File: config.mk
export PLATFORM = sky130hd
export DESIGN_NAME = cosh_series_ctrl_flat
export DESIGN_NICKNAME = d
export VERILOG_FILES = /design/src/rtl/cosh_series_ctrl_pkg.sv /design/src/rtl/cosh_series_ctrl_if.sv /design/src/rtl/cosh_series_ctrl.sv /design/src/flat_wrapper.sv
export SDC_FILE = /design/constraint.sdc
export NUM_CORES = 1
export LEC_CHECK = 0
export BUFFER_PORTS_ARGS = -buffer_cell sky130_fd_sc_hd__clkbuf_2
export CORE_MARGIN = 2
export CORE_UTILIZATION = 40
export CTS_CLUSTER_DIAMETER = 150
export CTS_CLUSTER_SIZE = 10
export DETAILED_ROUTE_END_ITERATION = 12
export SLEW_MARGIN = 20
export SYNTH_ARGS = -nofsm -noshare
export SYNTH_HDL_FRONTEND = slang
export SYNTH_SLANG_ARGS = --single-unit
export TNS_END_PERCENT = 1
File: constraint.sdc
create_clock -name clk -period 7.84 [get_ports clk]
set_clock_uncertainty 0.15 [all_clocks]
set_input_delay 2.352 -clock clk [delete_from_list [all_inputs] [get_ports clk]]
set_output_delay 2.352 -clock clk [all_outputs]
set_load 0.02 [all_outputs]
File: src/rtl/cosh_series_ctrl_pkg.sv
// cosh_series_ctrl_pkg: shared state encoding and fixed-point constants for the cosh series controller.
package cosh_pkg;
    typedef enum logic [2:0] {IDLE, SQUARE, MUL_X, MUL_C, DONE} state_t;
    localparam int FRAC_BITS = 8;
    localparam logic [9:0] ONE_2P8 = 10'h100;
    localparam int LUT_DEPTH = 8;
endpackage

File: src/rtl/cosh_series_ctrl_if.sv
// cosh_series_ctrl_if: requester handshake plus the external coefficient LUT port.
interface cosh_series_ctrl_if;
    logic       start;
    logic [7:0] x;
    logic       ready;
    logic       done;
    logic [9:0] result;
    logic [2:0] lut_adr;
    logic [7:0] lut_data;
    modport master(output start, x, lut_data, input ready, done, result, lut_adr);
    modport slave(input start, x, lut_data, output ready, done, result, lut_adr);
endinterface

File: src/rtl/cosh_series_ctrl.sv
// cosh_series_ctrl: iterative 2.8 fixed-point cosh(x) via x^2 and LUT coefficients on one shared term.
module cosh_series_ctrl
    import cosh_pkg::*;
#(
    parameter int N_TERMS = LUT_DEPTH
) (
    input logic              clk,
    input logic              rst,
    cosh_series_ctrl_if.slave bus
);
    localparam logic [2:0] LAST_K = 3'(N_TERMS - 1);
    state_t     r_state;
    logic [7:0] r_x;
    logic [7:0] r_x2;
    logic [8:0] r_term;
    logic [9:0] r_acc;
    logic [2:0] r_k;
    logic       r_ready;
    logic       r_done;
    logic [9:0] r_result;
    logic [7:0] w_x2;
    logic [8:0] w_tx;
    logic [8:0] w_t;
    logic [9:0] w_sum;
    assign w_x2  = 8'((16'(r_x) * 16'(r_x)) >> FRAC_BITS);
    assign w_tx  = 9'((17'(r_term) * 17'(r_x2)) >> FRAC_BITS);
    assign w_t   = 9'((17'(r_term) * 17'(bus.lut_data)) >> FRAC_BITS);
    assign w_sum = r_acc + 10'(w_t);
    assign bus.ready   = r_ready;
    assign bus.done    = r_done;
    assign bus.result  = r_result;
    assign bus.lut_adr = r_k;
    // Final sum is latched together with done so the result is valid in the done cycle.
    always_ff @(posedge clk) begin
        if (rst) begin
            r_state  <= IDLE;
            r_x      <= '0;
            r_x2     <= '0;
            r_term   <= '0;
            r_acc    <= '0;
            r_k      <= '0;
            r_ready  <= 1'b1;
            r_done   <= 1'b0;
            r_result <= '0;
        end else begin
            r_done <= 1'b0;
            case (r_state)
                IDLE: if (bus.start) begin
                    r_x     <= bus.x;
                    r_term  <= 9'h100;
                    r_acc   <= ONE_2P8;
                    r_k     <= '0;
                    r_ready <= 1'b0;
                    r_state <= SQUARE;
                end
                SQUARE: begin
                    r_x2    <= w_x2;
                    r_state <= MUL_X;
                end
                MUL_X: begin
                    r_term  <= w_tx;
                    r_state <= MUL_C;
                end
                MUL_C: begin
                    r_term <= w_t;
                    r_acc  <= w_sum;
                    if (r_k == LAST_K) begin
                        r_result <= w_sum;
                        r_done   <= 1'b1;
                        r_state  <= DONE;
                    end else begin
                        r_k     <= r_k + 3'd1;
                        r_state <= MUL_X;
                    end
                end
                DONE: begin
                    r_ready <= 1'b1;
                    r_state <= IDLE;
                end
                default: r_state <= IDLE;
            endcase
        end
    end
endmodule
File: src/flat_wrapper.sv
// flat-port wrapper written by rule: the top's interface ports become plain ports
module cosh_series_ctrl_flat import cosh_pkg::*;
#(
    parameter int N_TERMS = LUT_DEPTH
)
  (clk, rst, bus_start, bus_x, bus_lut_data, bus_ready, bus_done, bus_result, bus_lut_adr);
  cosh_series_ctrl_if bus_i ();
  input logic clk;
  input logic rst;
  input wire logic [$bits(bus_i.start)-1:0] bus_start;
  input wire logic [$bits(bus_i.x)-1:0] bus_x;
  input wire logic [$bits(bus_i.lut_data)-1:0] bus_lut_data;
  output wire logic [$bits(bus_i.ready)-1:0] bus_ready;
  output wire logic [$bits(bus_i.done)-1:0] bus_done;
  output wire logic [$bits(bus_i.result)-1:0] bus_result;
  output wire logic [$bits(bus_i.lut_adr)-1:0] bus_lut_adr;
  assign bus_i.start = bus_start;
  assign bus_i.x = bus_x;
  assign bus_i.lut_data = bus_lut_data;
  assign bus_ready = bus_i.ready;
  assign bus_done = bus_i.done;
  assign bus_result = bus_i.result;
  assign bus_lut_adr = bus_i.lut_adr;
  cosh_series_ctrl #(.N_TERMS(N_TERMS)) u_core (.clk(clk), .rst(rst), .bus(bus_i));
endmodule
; Yosys cells after proc, flatten, opt, wreduce, memory -nomap -nowiden
; Cells that the tools add are included.
; W data, S select, Z words.
[classes]
addsub = 2
n_mul = 3
n_eq_ne = 7
mux = 13
n_bitwise = 1
n_reduce_logical = 11
[ops]
columns = op, count
row1 = $mul A9 B8 Y17, 2
row2 = $pmux W9 S3, 1
row3 = $pmux W10 S2, 1
row4 = $mul A8 B8 Y16, 1
row5 = $mux W3, 4
row6 = $pmux W3 S4, 1
row7 = $add A10 B9 Y10, 1
row8 = $mux W10, 1
row9 = $reduce_and A2 Y1, 5
row10 = $mux W9, 1
row11 = $eq A3 B2 Y1 const B, 2
row12 = $eq A3 B3 Y1 const B, 2
row13 = $pmux W3 S2, 1
row14 = $ne A2 B2 Y1 const B, 2
row15 = $reduce_bool A2 Y1, 2
row16 = $add A3 B1 Y3 const B, 1
row17 = $eq A3 B1 Y1 const B, 1
row18 = $logic_not A3 Y1, 1
row19 = $reduce_and A3 Y1, 1
row20 = $reduce_bool A3 Y1, 1
row21 = $mux W1, 2
row22 = $pmux W1 S2, 1
row23 = $reduce_or A2 Y1, 1
row24 = $not A1 Y1, 1
[totals]
ff_bits = 53
input_bits = 19
output_inout_bits = 15
word_cells = 46

; Depth between registers and ports, before layout
; Gate-level depths: netlist of the first run.
[logic_depth]
ltp_word = 3
depth_mapped = 25
mapped_depth_nobuf = 24

; Worst setup path after synthesis of the first run
; No wires, ideal clock.
[synth_timing]
path_type = input to register
start = in bus_lut_data[2]
end = reg u_core.r_acc[8]
setup_time_ns = 0.131
t_arrival_ns = 7.472
t_required_ns = 7.559
slack_ns = 0.087
cell_stages = 20
path_cell_list = and2_1 fa_1 fa_1 fa_1 inv_1 fa_1 inv_1 ha_1 and2_4 a22o_1 a311oi_2 xnor2_1 fa_1 a21o_1 a21oi_1 o21bai_1 a2111oi_0 o21ai_0 a21oi_1 nor3_1
[synth_via]
elab_chain_cells = 3
[synth_lines]
columns = item, line_no
row1 = start: declaration, flat_wrapper.sv:12  ; input wire logic [$bits(bus_i.lut_data)-1:0] bus_lut_data;
row2 = $mul A9 B8 Y17, cosh_series_ctrl.sv:27  ; assign w_t = 9'((17'(r_term) * 17'(bus.lut_data)) >> FRAC_BITS);
row3 = $add A10 B9 Y10, cosh_series_ctrl.sv:28  ; assign w_sum = r_acc + 10'(w_t);
row4 = $pmux W10 S2, cosh_series_ctrl.sv:47  ; case (r_state)
row5 = end signal: assignment, cosh_series_ctrl.sv:66  ; r_acc <= w_sum;
row6 = end: declaration, cosh_series_ctrl.sv:16  ; logic [9:0] r_acc;
; No other way between the ends.
; A chain may end at the register's enable or synchronous reset.

; Worst setup path in the final report of the first run
[layout_timing]
start = in bus_lut_data[4]
end = reg u_core.r_result[9], in the netlist u_core.bus.result[9]
[layout_via]
elab_chain_cells = 2
[layout_lines]
columns = item, line_no
row1 = $mul A9 B8 Y17, cosh_series_ctrl.sv:27
row2 = $add A10 B9 Y10, cosh_series_ctrl.sv:28
row3 = end signal: assignment, cosh_series_ctrl.sv:68  ; r_result <= w_sum;
row4 = end: declaration, cosh_series_ctrl.sv:20  ; logic [9:0] r_result;
; No other way between the ends.

==> impl_metrics.toml, run 1 <==
[synthesis]
synth_cells = 940
synth_seq_area_share = 0.1306
syn_nets = 1174
ys.flop_type = "dfxtp_1"
synth_seq_cells = 53
yosysTopAreaCell = "fa_1"
synth_edf_count = 0
synth_top_family_by_area = "adder cells"
synth_top_area_share = 0.2637
synth_cell_types = 66
synth-compound-area-share = 0.1109
yosys.area_share.adder = 0.4300
synth-simple-area-share = 0.1953
syn-mean-instance-area_sq_um = 8.643
synth-xor-area-share = 0.03450
synth_area_leaders = "fa_1, ha_1, dfxtp_1"
synthArstFlopShare = 0
syn_area_sq_um = 8124
muxShareOfSynthArea = 0.005082
yosysWarnings = 0

[finish]
multiInputGateArea_sq_um = 6467
layout.area.seq_sq_um = 1061
stdcell_count = 1260
antenna_cells = 0
drive_above_1_share = 0.1343
nFillCells = 2007
synthToLayoutAreaGrowth_pct = 12.58
nets = 1223
final_area_sq_um = 9146
fin_util = 0.4549

[cts]
holdBufCountCts = 0
htree_levels = 2
cts_root_buf = "clkbuf_16"
cts_tree = "yes"
clock_path_buffers = 2
cts-buffers-inserted = 5
clkSinkCount = 53
clkLatencyLatePin_ns = 0.30
clk_pin_slew_ns = 0.07

[critical_path]
cpPeakStageDelay_ns = 0.55
critPathRequiredTime_ns = 7.88
end_kind = "flop"
crit_family = "adder cells"
startpoint_type = "primary input"
worstPathArrival_ns = 7.68
worst_path_most_repeated_cell = "fa_1"
critPathBufInv = 5
crit_chain = "clkbuf_2, and2_4, fa_1, fa_1, fa_1, inv_2, fa_1, inv_1, ha_4, and2_4, a22o_4, a311oi_4, o21bai_2, xor2_2, ha_1, buf_4, a21oi_4, o21bai_4, buf_4, a31o_4, a211oi_4, nor4_2, nand3b_1"
path_class = "primary input to flop"
worst_path_max_delay_cell = "fa_1"
path_max_fanout = 5

[route]
first_pass_iters = 7
vias_per_cell = 5.017
post-route-drc-count = 0
wire_per_inst_um = 13.87
postRouteAntennaNets = 0
vias = 6321
drt_iter0_drc = 342
postRouteWirelength_mm = 17.48

[timing]
period_minus_slack_ns = 7.639
period_share = 0.9744
worst_pin_slew_ns = 0.9167
setup_viol = 0
slew_violations = 0
fin_ws_ns = 0.2009
fin_tns_setup_ns = 0
fmax_mhz = 130.9
relSlewSlack = 0.3873
hold_violations = 0
timing.hold.ws_ns = 0.3046
rsz0062_at_grt = "yes"

[placed_design]
dpl_cell_area_sq_um = 8803
dp_cells = 1249
dp_hpwl_mm = 13.86
finalWeightedCongestion = 0.8003
dp_slack_ns = -0.3348
portBuffers = 33

[die]
dieArea_sq_um = 21470
initial_core_util = 0.4041
dieWidth_um = 146.5
core_area_sq_um = 20100
dieHeight_um = 146.5
rows = 52
io_pins = 34

[run]
cap_violations = 0

[grt]
grt_pass1_wl_mm = 30.41
grt_use_total = 0.1696
grt_start_max_net_pins = 35
antenna_found_initial = 0
overflow = 0
grt_pass1_vias = 6306

[pwr]
max-vdd-ir-drop_v = 0.0001205
power_density_nw_per_um2 = 74.73
finalPower_uw = 683.5
leakagePower_nw = 4.833

[status]
status = "finished clean"

[hold_path]
hp-class = "flop to flop"
[cell usage in the layout (no fill, tap or decap), types with 4 or more instances in the layout]
cell / netlist / final
xnor2_1: 22 / 21
nand3_1: 5 / 5
ha_1: 108 / 106
nand4_1: 6 / 6
nand2_1: 108 / 108
nor2_1: 41 / 40
inv_1: 162 / 161
o21ai_0: 11 / 9
a22oi_1: 9 / 9
and2_2: 6 / 6
or3_1: 5 / 5
clkbuf_2: 0 / 33
o211ai_1: 4 / 4
buf_4: 0 / 46
a222oi_1: 4 / 4
a31oi_1: 6 / 6
xor2_1: 10 / 9
a21oi_1: 45 / 42
and2_1: 97 / 96
a21o_1: 5 / 5
dfxtp_1: 53 / 53
clkbuf_16: 0 / 5
a211oi_1: 7 / 4
and3_1: 5 / 5
nor3_1: 9 / 9
fa_1: 107 / 106
a21oi_2: 2 / 4
nand3b_1: 4 / 4
[tightest hold or removal path, stage by stage (launching register included)]
cell	delay, ns
dfxtp_1	0.31
nand2_1	0.05
a21oi_1	0.05
[per-layer routing]
| metal | vias to the layer above | GRT usage | wire length (um) |
|---|---|---|---|
| li1 | 3118 | - | - |
| met1 | 3084 | 0.2460 | 8588 |
| met2 | 107 | 0.2800 | 8091 |
| met3 | 12 | 0.01406 | 615 |
| met4 | 0 | 0.03204 | 184 |
| met5 | - | 0 | 0 |
[final cells by class]
type                       instances  share of cell area
clock buffer                       7             0.01669
clock inverter                     1           0.0009576
inverter                         162             0.06648
multi-input combinational        688              0.7071
sequential                        53              0.1160
tap                              270             0.03694
timing repair buffer              79             0.05581
[final timing paths]
check                               startpoint                           endpoint  slack, ns  cells past startpoint
max                            bus_lut_data[4]  u_core.bus.result[9]$_SDFFE_PP0P_       0.20                     23
max reg2reg      u_core.r_term[3]$_SDFFE_PP0P_  u_core.bus.result[9]$_SDFFE_PP0P_       1.52                     21
min          u_core.bus.result[5]$_SDFFE_PP0P_  u_core.bus.result[5]$_SDFFE_PP0P_       0.30                      2
min reg2reg  u_core.bus.result[5]$_SDFFE_PP0P_  u_core.bus.result[5]$_SDFFE_PP0P_       0.30                      2
[registers in the layout, summed over array words and instances (netlist names)]
register and count:
u_core.r_state 3, u_core.r_acc 10, u_core.r_x2 8, u_core.bus.lut_adr 3, u_core.r_x 8, u_core.r_term 9
u_core.bus.done 1, u_core.bus.result 10, u_core.bus.ready 1
[cells by family (layout without fill, tap and decap cells)]
logic type,after synthesis,count (layout)
flops,53,53
fa+ha+maj,215,215
compound gates,128,128
xor+xnor,32,32
mux,4,4
buf+inv,199,249
simple gates,309,309
[synthesized netlist by cell type (all sizes together), types with 3 or more instances]
master and number:
inv 162, ha 108, nand2 108, fa 107, and2 104, dfxtp 53, a21oi 47, nor2 41
clkbuf 29, xnor2 22, o21ai 13, xor2 10, a22oi 9, nor3 9, buf 8, a211oi 7
a21o 6, a31oi 6, nand4 6, and3 5, nand3 5, o211ai 5, o21bai 5, or3 5
a2111oi 4, a222oi 4, nand3b 4, mux2i 3, nand4b 3, nor2b 3, nor3b 3, o31ai 3
o41ai 3
[power breakdown]
| part | internal [mW] | total, mW | switching [mW] |
|---|---|---|---|
| Combinational | 0.0599 | 0.141 | 0.0813 |
| Sequential | 0.276 | 0.293 | 0.0172 |
| Clock | 0.138 | 0.249 | 0.112 |
| Total | 0.473 | 0.684 | 0.210 |
[what timing repair did]
item                                    in CTS  in global routing
endpoints found under the setup margin       1                  7
buffers inserted                             0                  3
pin swaps                                    0                 22
resized for setup                            1                 30
cloned                                       0                  0
No activity file was read; power rests on OpenSTA's default activity.
==> run 2: changes to the inputs <==
--- a/config.mk
+++ b/config.mk
@@ -6,6 +6,7 @@
 export NUM_CORES = 1
 export LEC_CHECK = 0
 export BUFFER_PORTS_ARGS = -buffer_cell sky130_fd_sc_hd__clkbuf_2
+export CORE_ASPECT_RATIO = 0.7
 export CORE_MARGIN = 2
 export CORE_UTILIZATION = 40
 export CTS_CLUSTER_DIAMETER = 150
==> run 2 against run 1 <==
  * Maximum frequency decreased by 0.14%
  * Critical path depth down 1
  * Combinational power about the same
  * Highest routed layer unchanged
  * Global-route usage up 0.38 points
  * Sequential power about the same
  * Hold slack better by 0.0074 ns
  * Non-clock buffer count down 9
  * Setup slack worse by 0.011 ns
  * Routed wire length grew 1.0%
  * Sequential share of layout area is 0.20 points higher
  * Die area about the same
==> impl_metrics.toml, run 2 (synthesized netlist as in run 1, its figures left out) <==
[status]
status = "finished clean"

[pwr]
p_seq_frac = 0.432
p_int_uw = 463.5
leakagePower_nw = 4.781
power_density_nw_per_um2 = 74.84
switching_share = 0.3111
p_clk_frac = 0.357
max-vdd-ir-drop_v = 0.00008401
pwr-share-comb = 0.212
p_switching_uw = 209.3

[cts]
cts_setup_buffers = 0
clock_path_buffers = 2
htree_levels = 2
clkSinkCount = 53
cts-buffers-inserted = 5
cts_tree = "yes"
cts_root_buf = "clkbuf_16"
clkLatencyLatePin_ns = 0.30
clk_pin_slew_ns = 0.07

[die]
core_area_sq_um = 19850
dieArea_sq_um = 21480
dieHeight_um = 123.2
dieWidth_um = 174.3
io_pins = 34
initial_core_util = 0.4092
rows = 43

[critical_path]
startpoint_type = "primary input"
crit_family = "adder cells"
critPathRequiredTime_ns = 7.92
timing.rr.start = "u_core.r_term[5]$_SDFFE_PP0P_"
worst_path_most_repeated_cell = "fa_1"
path_class = "primary input to flop"
cpPeakStageDelay_ns = 0.52
startpoint = "bus_lut_data[2]"
r2r-end = "u_core.r_acc[9]$_SDFFE_PP0P_"
rrSetupSlack_ns = 1.49
end_kind = "flop"
crit_chain = "clkbuf_2, and2_1, fa_1, fa_1, fa_1, inv_1, fa_1, inv_1, ha_1, and2_4, a22o_1, a311oi_4, o21bai_2, xor2_2, ha_1, buf_4, a21oi_2, o21bai_1, a31o_2, a2111oi_0, o21ai_0, a21oi_1"
worst_path_max_delay_cell = "fa_1"
worstPathArrival_ns = 7.73
r2r_cells = 20
critPathBufInv = 4
crit_path_end = "u_core.r_acc[9]$_SDFFE_PP0P_"
crit_cells = 22
path_max_fanout = 3

[placed_design]
finalWeightedCongestion = 0.8184
dp_hpwl_mm = 14.25
portBuffers = 33

[hold_path]
hp-class = "flop to flop"

[route]
vias = 6222
postRouteWirelength_mm = 17.66
wire_per_inst_um = 14.11
vias_per_cell = 4.974
post-route-drc-count = 0
postRouteAntennaNets = 0
drt_iter0_drc = 214
first_pass_iters = 6

[timing]
fmax_mhz = 130.7
setup_viol = 0
worst_pin_slew_ns = 0.9523
period_minus_slack_ns = 7.650
timing.hold.ws_ns = 0.3119
hold_violations = 0
relSlewSlack = 0.3635
period_share = 0.9757
rsz0062_at_grt = "yes"
slew_violations = 0

[finish]
fin_util = 0.4528
layout.area.seq_sq_um = 1061
drive_above_1_share = 0.1152
nets = 1214
nFillCells = 1960
final_common_cell = "inv_1"
layout_common_cells = "inv_1, nand2_1, fa_1, ha_1, and2_1"
synthToLayoutAreaGrowth_pct = 10.66
antenna_cells = 0
multiInputGateArea_sq_um = 6384

[grt]
grt_pass1_wl_mm = 30.53
grt_start_max_net_pins = 46
antenna_found_initial = 0
overflow = 0
grt_pass1_vias = 6188
grt_use_total = 0.1735

[run]
cap_violations = 0
## run 2: how the worst min path moves through the flow
stage	startpoint	to	slack, ns	depth (start not counted)
2_1_floorplan	u_core.r_acc[7]$_SDFFE_PP0P_	u_core.r_acc[7]$_SDFFE_PP0P_	0.29	2
3_3_place_gp	u_core.bus.result[5]$_SDFFE_PP0P_	u_core.bus.result[5]$_SDFFE_PP0P_	0.30	2
3_5_place_dp	u_core.bus.result[7]$_SDFFE_PP0P_	u_core.bus.result[7]$_SDFFE_PP0P_	0.30	2
4_1_cts	u_core.bus.result[7]$_SDFFE_PP0P_	u_core.bus.result[7]$_SDFFE_PP0P_	0.31	2
5_1_grt	u_core.bus.result[4]$_SDFFE_PP0P_	u_core.bus.result[4]$_SDFFE_PP0P_	0.34	2
6_report	u_core.bus.result[7]$_SDFFE_PP0P_	u_core.bus.result[7]$_SDFFE_PP0P_	0.31	2
## run 2: through the flow
step	power, mW	setup TNS (ns)	std cells	instance area (sq um)	setup WS, ns
3_3_place_gp	0.4349	-1.101	1243	8758	-0.3229
3_5_place_dp	0.4358	-1.695	1243	8758	-0.4109
6_report	0.6728	0	1251	8990	0.1901
5_1_grt	0.7093	-0.08392	1251	8990	-0.04340
2_1_floorplan	0.3857	0	940	8124	0.08713
4_1_cts	0.6756	0	1251	8921	0.006763
## run 2: layer usage
| metal | up-vias | share of wire | global-route usage |
|---|---|---|---|
| met1 | 3031 | 0.54 | 0.2658 |
| met2 | 71 | 0.43 | 0.2731 |
| met5 | - | 0 | 0 |
| met4 | 0 | 0.0059 | 0.02101 |
| met3 | 9 | 0.025 | 0.01568 |
| li1 | 3111 | - | - |
## run 2: cell type report
cell class,count,area share
multi-input cells,688,0.7101
flip-flops and latches,53,0.1180
inverters,162,0.06764
repair buffers,70,0.04927
well taps,270,0.03758
clock buffers,6,0.01545
clock inverters,2,0.001949
## run 2: worst reg2reg max path, stage by stage, from the launching register on
cell,delay [ns]
dfxtp_1,0.80
nand2_1,0.18
fa_1,0.54
fa_1,0.54
inv_1,0.06
fa_1,0.51
fa_1,0.50
ha_1,0.34
and2_4,0.17
a22o_1,0.23
a311oi_4,0.32
o21bai_2,0.14
xor2_2,0.18
ha_1,0.30
buf_4,0.15
a21oi_2,0.13
o21bai_1,0.13
a31o_2,0.30
a2111oi_0,0.34
o21ai_0,0.12
a21oi_1,0.15
## run 2: repair_timing
item / CTS / global route
hold buffers: 0 / 0
resized for setup: 2 / 13
pin swaps: 0 / 4
gates cloned: 0 / 0
endpoints found under the setup margin: 2 / 8
## run 2: power groups by stage
stage / sequential (mW) / combinational [mW] / clock (mW)
finish: 0.290 / 0.142 / 0.240
global route: 0.292 / 0.161 / 0.256
CTS: 0.290 / 0.141 / 0.245
detailed placement: 0.297 / 0.139 / 0
global placement: 0.297 / 0.138 / 0
floorplan: 0.288 / 0.0978 / 0
